## src/rtl/procesador_pkg.sv

```systemverilog
// Shared encodings for the data-memory arbiter: read-tracking FSM states and
// read-owner identifiers.
package procesador_pkg;

    typedef enum logic {
        IDLE    = 1'b0,
        RD_WAIT = 1'b1
    } state_e;

    typedef enum logic {
        OWN_CPU = 1'b0,
        OWN_DBG = 1'b1
    } owner_e;

endpackage

```

## src/rtl/rr_arb2.sv

```systemverilog
// Two-input round-robin arbiter (cpu vs dbg) with a debug lock override.
// Grants are combinational; only the last-grant pointer is registered.
module rr_arb2 (
    input  logic clk,
    input  logic reset,
    input  logic cpu_req_i,
    input  logic dbg_req_i,
    input  logic lock_i,
    output logic cpu_gnt_o,
    output logic dbg_gnt_o
);
    import procesador_pkg::*;

    owner_e last_q, last_d;

    always_comb begin
        cpu_gnt_o = 1'b0;
        dbg_gnt_o = 1'b0;
        if (reset) begin
            if (lock_i) begin
                dbg_gnt_o = dbg_req_i;
            end else if (cpu_req_i && dbg_req_i) begin
                // Tie goes to whichever side did not win last time.
                if (last_q == OWN_DBG) cpu_gnt_o = 1'b1;
                else                   dbg_gnt_o = 1'b1;
            end else begin
                cpu_gnt_o = cpu_req_i;
                dbg_gnt_o = dbg_req_i;
            end
        end
        last_d = last_q;
        if (cpu_gnt_o)      last_d = OWN_CPU;
        else if (dbg_gnt_o) last_d = OWN_DBG;
    end

    always_ff @(posedge clk) begin
        if (!reset) last_q <= OWN_DBG;
        else        last_q <= last_d;
    end

endmodule

```

## src/rtl/dmem_arbiter.sv

```systemverilog
// Arbitrates a cpu port and a debug port onto one single-port data memory and
// steers the one-cycle-late read data back to whichever port issued the read.
module dmem_arbiter #(
    parameter int ADDR_W = 32,
    parameter int DATA_W = 32
) (
    input  logic              clk,
    input  logic              reset,
    input  logic              cpu_req,
    input  logic              cpu_we,
    input  logic [ADDR_W-1:0] cpu_addr,
    input  logic [DATA_W-1:0] cpu_wdata,
    output logic              cpu_gnt,
    output logic              cpu_rvalid,
    output logic [DATA_W-1:0] cpu_rdata,
    input  logic              dbg_req,
    input  logic              dbg_we,
    input  logic [ADDR_W-1:0] dbg_addr,
    input  logic [DATA_W-1:0] dbg_wdata,
    output logic              dbg_gnt,
    output logic              dbg_rvalid,
    output logic [DATA_W-1:0] dbg_rdata,
    input  logic              dbg_lock,
    output logic              mem_en,
    output logic              mem_we,
    output logic [ADDR_W-1:0] mem_addr,
    output logic [DATA_W-1:0] mem_wdata,
    input  logic [DATA_W-1:0] mem_rdata
);
    import procesador_pkg::*;

    state_e state_q;
    owner_e owner_q;
    logic   cpu_rvalid_q, dbg_rvalid_q;
    logic   rd_gnt;

    rr_arb2 u_arb (
        .clk       (clk),
        .reset     (reset),
        .cpu_req_i (cpu_req),
        .dbg_req_i (dbg_req),
        .lock_i    (dbg_lock),
        .cpu_gnt_o (cpu_gnt),
        .dbg_gnt_o (dbg_gnt)
    );

    always_comb begin
        mem_en    = cpu_gnt | dbg_gnt;
        mem_we    = 1'b0;
        mem_addr  = '0;
        mem_wdata = '0;
        if (cpu_gnt) begin
            mem_we    = cpu_we;
            mem_addr  = cpu_addr;
            mem_wdata = cpu_wdata;
        end else if (dbg_gnt) begin
            mem_we    = dbg_we;
            mem_addr  = dbg_addr;
            mem_wdata = dbg_wdata;
        end
        rd_gnt = mem_en & ~mem_we;
    end

    always_ff @(posedge clk) begin
        if (!reset) begin
            state_q      <= IDLE;
            owner_q      <= OWN_CPU;
            cpu_rvalid_q <= 1'b0;
            dbg_rvalid_q <= 1'b0;
        end else begin
            state_q      <= rd_gnt ? RD_WAIT : IDLE;
            if (rd_gnt) owner_q <= dbg_gnt ? OWN_DBG : OWN_CPU;
            cpu_rvalid_q <= rd_gnt & cpu_gnt;
            dbg_rvalid_q <= rd_gnt & dbg_gnt;
        end
    end

    // Gating with reset drops a read whose return cycle coincides with reset.
    assign cpu_rvalid = reset && cpu_rvalid_q && state_q == RD_WAIT && owner_q == OWN_CPU;
    assign dbg_rvalid = reset && dbg_rvalid_q && state_q == RD_WAIT && owner_q == OWN_DBG;
    assign cpu_rdata  = mem_rdata;
    assign dbg_rdata  = mem_rdata;

endmodule

```

## config.mk

```make
export PLATFORM = sky130hd
export DESIGN_NAME = dmem_arbiter
export DESIGN_NICKNAME = d
export VERILOG_FILES = /design/src/rtl/procesador_pkg.sv /design/src/rtl/rr_arb2.sv /design/src/rtl/dmem_arbiter.sv
export SDC_FILE = /design/constraint.sdc
export NUM_CORES = 1
export LEC_CHECK = 0
export ABC_CLOCK_PERIOD_IN_PS = 3700
export CAP_MARGIN = 20
export CORE_AREA = 10 10 107 109
export DETAILED_ROUTE_END_ITERATION = 8
export DIE_AREA = 0 0 117 119
export GPL_TIMING_DRIVEN = 0
export PLACE_DENSITY_LB_ADDON = 0.2
export SYNTH_ARGS = -nofsm -noshare
export SYNTH_HDL_FRONTEND = slang
export SYNTH_HIERARCHICAL = 1
export SYNTH_SLANG_ARGS = --single-unit
export TNS_END_PERCENT = 5
```

## constraint.sdc

```tcl
create_clock -name clk -period 3.7 [get_ports clk]
set_input_delay 0.74 -clock clk [delete_from_list [all_inputs] [get_ports clk]]
set_output_delay 0.74 -clock clk [all_outputs]
set_load 0.02 [all_outputs]
```

==> metrics.txt <==
Mean Syn Cell Area between 8 and 9 um2; worst hold slack after final layout approximately 0.49 ns; Required @ worst endpoint a little under 3 ns; Leakage Power approximately 0.0028 uW; final antenna-violating net count 0; critical-path cell list clkdlybuf4s50_1, nor2b_2, and3_1, buf_4, buf_2, a22o_1, clkdlybuf4s50_1; Mapped Area 1450 um2; quantity of hold-fixing buffers added after cts 0; power density over the cells ~160 nW/um2; number of buffers added on ports 268; count of H-tree levels built during CTS 1; count of warnings emitted by yosys 6; CP max FO 10; mean number of vias per cell approximately 4.2; width of the chip ~120 um; synthesized instance count 175; Cell Rows 36; most prevalent standard cell on the critical path sky130_fd_sc_hd__clkdlybuf4s50_1; cells on worst reg2reg path 6; run status completed; final critical-path required period approximately 3.6 ns; Chip Height 119 um; kind of cell adding the most delay to the critical path buffers and inverters; flops & latches, synth 5; synth unique cells 26; first-pass GRT wire length between 10,000 and 15,000 um; Setup CP Type primary input to output port; final number of max-transition violations 0; Clock Root Buffer sky130_fd_sc_hd__clkbuf_8; DR iter-0 viols 58; global-route met3 utilization 0.0773; sum of overflow across all layers after global routing 0; met1 Use GR 0.119; buffer and inverter count on the worst path 4; cell depth of the worst hold path 2; routability congestion estimate 0.750; io pins 301; Worst-path clk slew ~0.040 ns; antenna violations before repair 0; GRT Max-Usage Layer met2; RSZ-0062 raised after global routing yes; share of cells above drive strength 1 0.197; final wirelength 11,000 um; Hold Path Class flip-flop to flip-flop; area inside the core boundary approximately 9500 um2; number of buffers on the longest clock path 2; achievable clock frequency 278 MHz; Slowest Stage Delay on Critical Path about 0.61 ns; number of maximum-capacitance constraint violations 0; Die Area 13,900 um2; number of DRC violations after detailed routing 0; maximum clock skew at final layout between 0.003 and 0.004 ns; number of inserted diodes 0; Critical Path AT about 2.9 ns; Clock Sinks 5; startpoint class of the critical path primary input; overall power after layout between 700 and 800 uW; TritonCTS clock tree built; master of the slowest instance on the critical path sky130_fd_sc_hd__clkdlybuf4s50_1; instance area after placement between 4000 and 5000 um2; clock latency reported for the late side of the worst-skew pair between 0.2 and 0.25 ns; measured slew at the worst slew-check pin between 0.2 and 0.3 ns; buffers inserted by post-CTS timing repair 0; Net Count, Synth 342; number of buffers created by CTS 3; number of endpoints failing setup at the final stage 0; starting utilization of the core area 0.153; average wire per standard cell ~20 um; Crit. End Element output port; NumNets Final roughly 620; final hold violations 0; final design area excluding fillers approximately 4500 um2; worst slew margin relative to its limit 0.806; area overhead of the layout relative to synthesis 210%; via count of the first global-routing pass around 2,500; largest net degree at the start of global routing 11; number of vias in the routed layout between 2,000 and 2,500; first drt pass iteration count 4; final period utilization 0.971; stages on the worst setup path 7; share of synthesized area occupied by flip-flops and latches 0.0691; GR Layer Usage met2 0.265; maximum vdd drop 0.0000932 V; Total Routing Usage GR 0.136; HPWL after detailed placement 9990 um
==> stage by stage <==
stage	std cells	util	setup slack, ns	TNS, ns
final	561	0.475	0.109	0
after global routing	561	0.475	-0.0482	-0.0482
after CTS	561	0.458	0.000857	0
after detailed placement	557	0.452	-0.348	-18.28
after global placement	557	0.452	-0.336	-17.09
after floorplan	175	-	0.719	0
==> path summary, 6_finish.rpt <==
path / from / end / slack (ns)
max reg2reg: u_arb/last_q / state_q / 2.20
min reg2reg: owner_q / owner_q / 0.49
max: cpu_req / mem_addr[31] / 0.11
min: owner_q / owner_q / 0.49
==> cell usage after synthesis <==
| cell | instances | share of area |
|---|---|---|
| sky130_fd_sc_hd__buf_4 | 65 | 0.34 |
| sky130_fd_sc_hd__a22o_1 | 62 | 0.37 |
| sky130_fd_sc_hd__nand2_1 | 9 | 0.023 |
| sky130_fd_sc_hd__buf_8 | 6 | 0.062 |
| sky130_fd_sc_hd__clkbuf_1 | 5 | 0.013 |
| sky130_fd_sc_hd__dfxtp_1 | 5 | 0.069 |
| sky130_fd_sc_hd__buf_2 | 2 | 0.0069 |
| sky130_fd_sc_hd__nor3b_1 | 2 | 0.010 |
| sky130_fd_sc_hd__o21ai_0 | 2 | 0.0069 |
| sky130_fd_sc_hd__a21oi_1 | 1 | 0.0035 |
| sky130_fd_sc_hd__a31oi_1 | 1 | 0.0043 |
| sky130_fd_sc_hd__and2_1 | 1 | 0.0043 |
| sky130_fd_sc_hd__and3_1 | 1 | 0.0043 |
| sky130_fd_sc_hd__and4_1 | 1 | 0.0060 |
| sky130_fd_sc_hd__and4b_1 | 1 | 0.0069 |
| sky130_fd_sc_hd__buf_12 | 1 | 0.014 |
| sky130_fd_sc_hd__mux2_2 | 1 | 0.0078 |
| sky130_fd_sc_hd__nand2b_1 | 1 | 0.0043 |
| sky130_fd_sc_hd__nand3b_1 | 1 | 0.0052 |
| sky130_fd_sc_hd__nor2_1 | 1 | 0.0026 |
| sky130_fd_sc_hd__nor2b_1 | 1 | 0.0043 |
| sky130_fd_sc_hd__nor2b_2 | 1 | 0.0060 |
| sky130_fd_sc_hd__nor2b_4 | 1 | 0.0095 |
| sky130_fd_sc_hd__o21a_1 | 1 | 0.0052 |
| sky130_fd_sc_hd__o22ai_1 | 1 | 0.0043 |
| sky130_fd_sc_hd__or2_2 | 1 | 0.0043 |
==> registers in the layout, summed over array words and instances, names as in the netlist <==
signal,count
state_q,1
dbg_rvalid_q,1
owner_q,1
u_arb/last_q,1
cpu_rvalid_q,1
==> report_power, final <==
group          switching [uW]  internal, uW  total, uW  leakage [uW]
combinational             215           336        552       0.00273
sequential               1.49          56.4       57.9     0.0000408
clock                    26.9          72.3       99.2     0.0000255
==> final cells by class <==
| cell class | instances | area, um2 |
|---|---|---|
| Tap cell | 114 | 143 |
| Clock inverter | 1 | 5.00 |
| Buffer | 79 | 633 |
| Timing Repair Buffer | 268 | 2840 |
| Clock buffer | 3 | 41.3 |
| Fill cell | 931 | 4960 |
| Sequential cell | 5 | 100 |
| Multi-Input combinational cell | 91 | 733 |
==> metal layers <==
metal | up-vias | share of wire
li1 | 1134 | -
met1 | 1033 | 0.31
met2 | 172 | 0.52
met3 | 6 | 0.16
met4 | 0 | 0.0083
met5 | - | 0
==> layout by cell type, fill, tap and decap left out, types with 2 or more instances in the layout <==
cell | synthesis | layout
sky130_fd_sc_hd__a22o_1 | 62 | 62
sky130_fd_sc_hd__buf_2 | 2 | 5
sky130_fd_sc_hd__buf_4 | 65 | 65
sky130_fd_sc_hd__buf_8 | 6 | 6
sky130_fd_sc_hd__clkbuf_2 | 0 | 2
sky130_fd_sc_hd__clkbuf_8 | 0 | 3
sky130_fd_sc_hd__clkdlybuf4s50_1 | 0 | 204
sky130_fd_sc_hd__dfxtp_1 | 5 | 5
sky130_fd_sc_hd__dlymetal6s2s_1 | 0 | 63
sky130_fd_sc_hd__nand2_1 | 9 | 9
sky130_fd_sc_hd__nor3b_1 | 2 | 2
sky130_fd_sc_hd__o21ai_0 | 2 | 2
==> worst min-delay path, delay by kind of cell, from the launching register on <==
| family | cells | cell delay (ns) |
|---|---|---|
| AO/OA/AOI/OAI | 1 | 0.07 |
| AND/OR/NAND/NOR | 1 | 0.05 |
| flip-flops | 1 | 0.31 |
==> timing repair <==
action	in CTS	in global routing
cloned	0	0
gates resized for setup	8	66
setup endpoints to repair	62	64
==> cells by family after synthesis <==
family,Yosys count,synth area share
buffers and inverters,79,0.433
AO/OA/AOI/OAI,68,0.399
AND/OR/NAND/NOR,22,0.0915
flip-flops,5,0.0691
multiplexers,1,0.00777
Note: power is estimated with default switching activity, not from simulation.
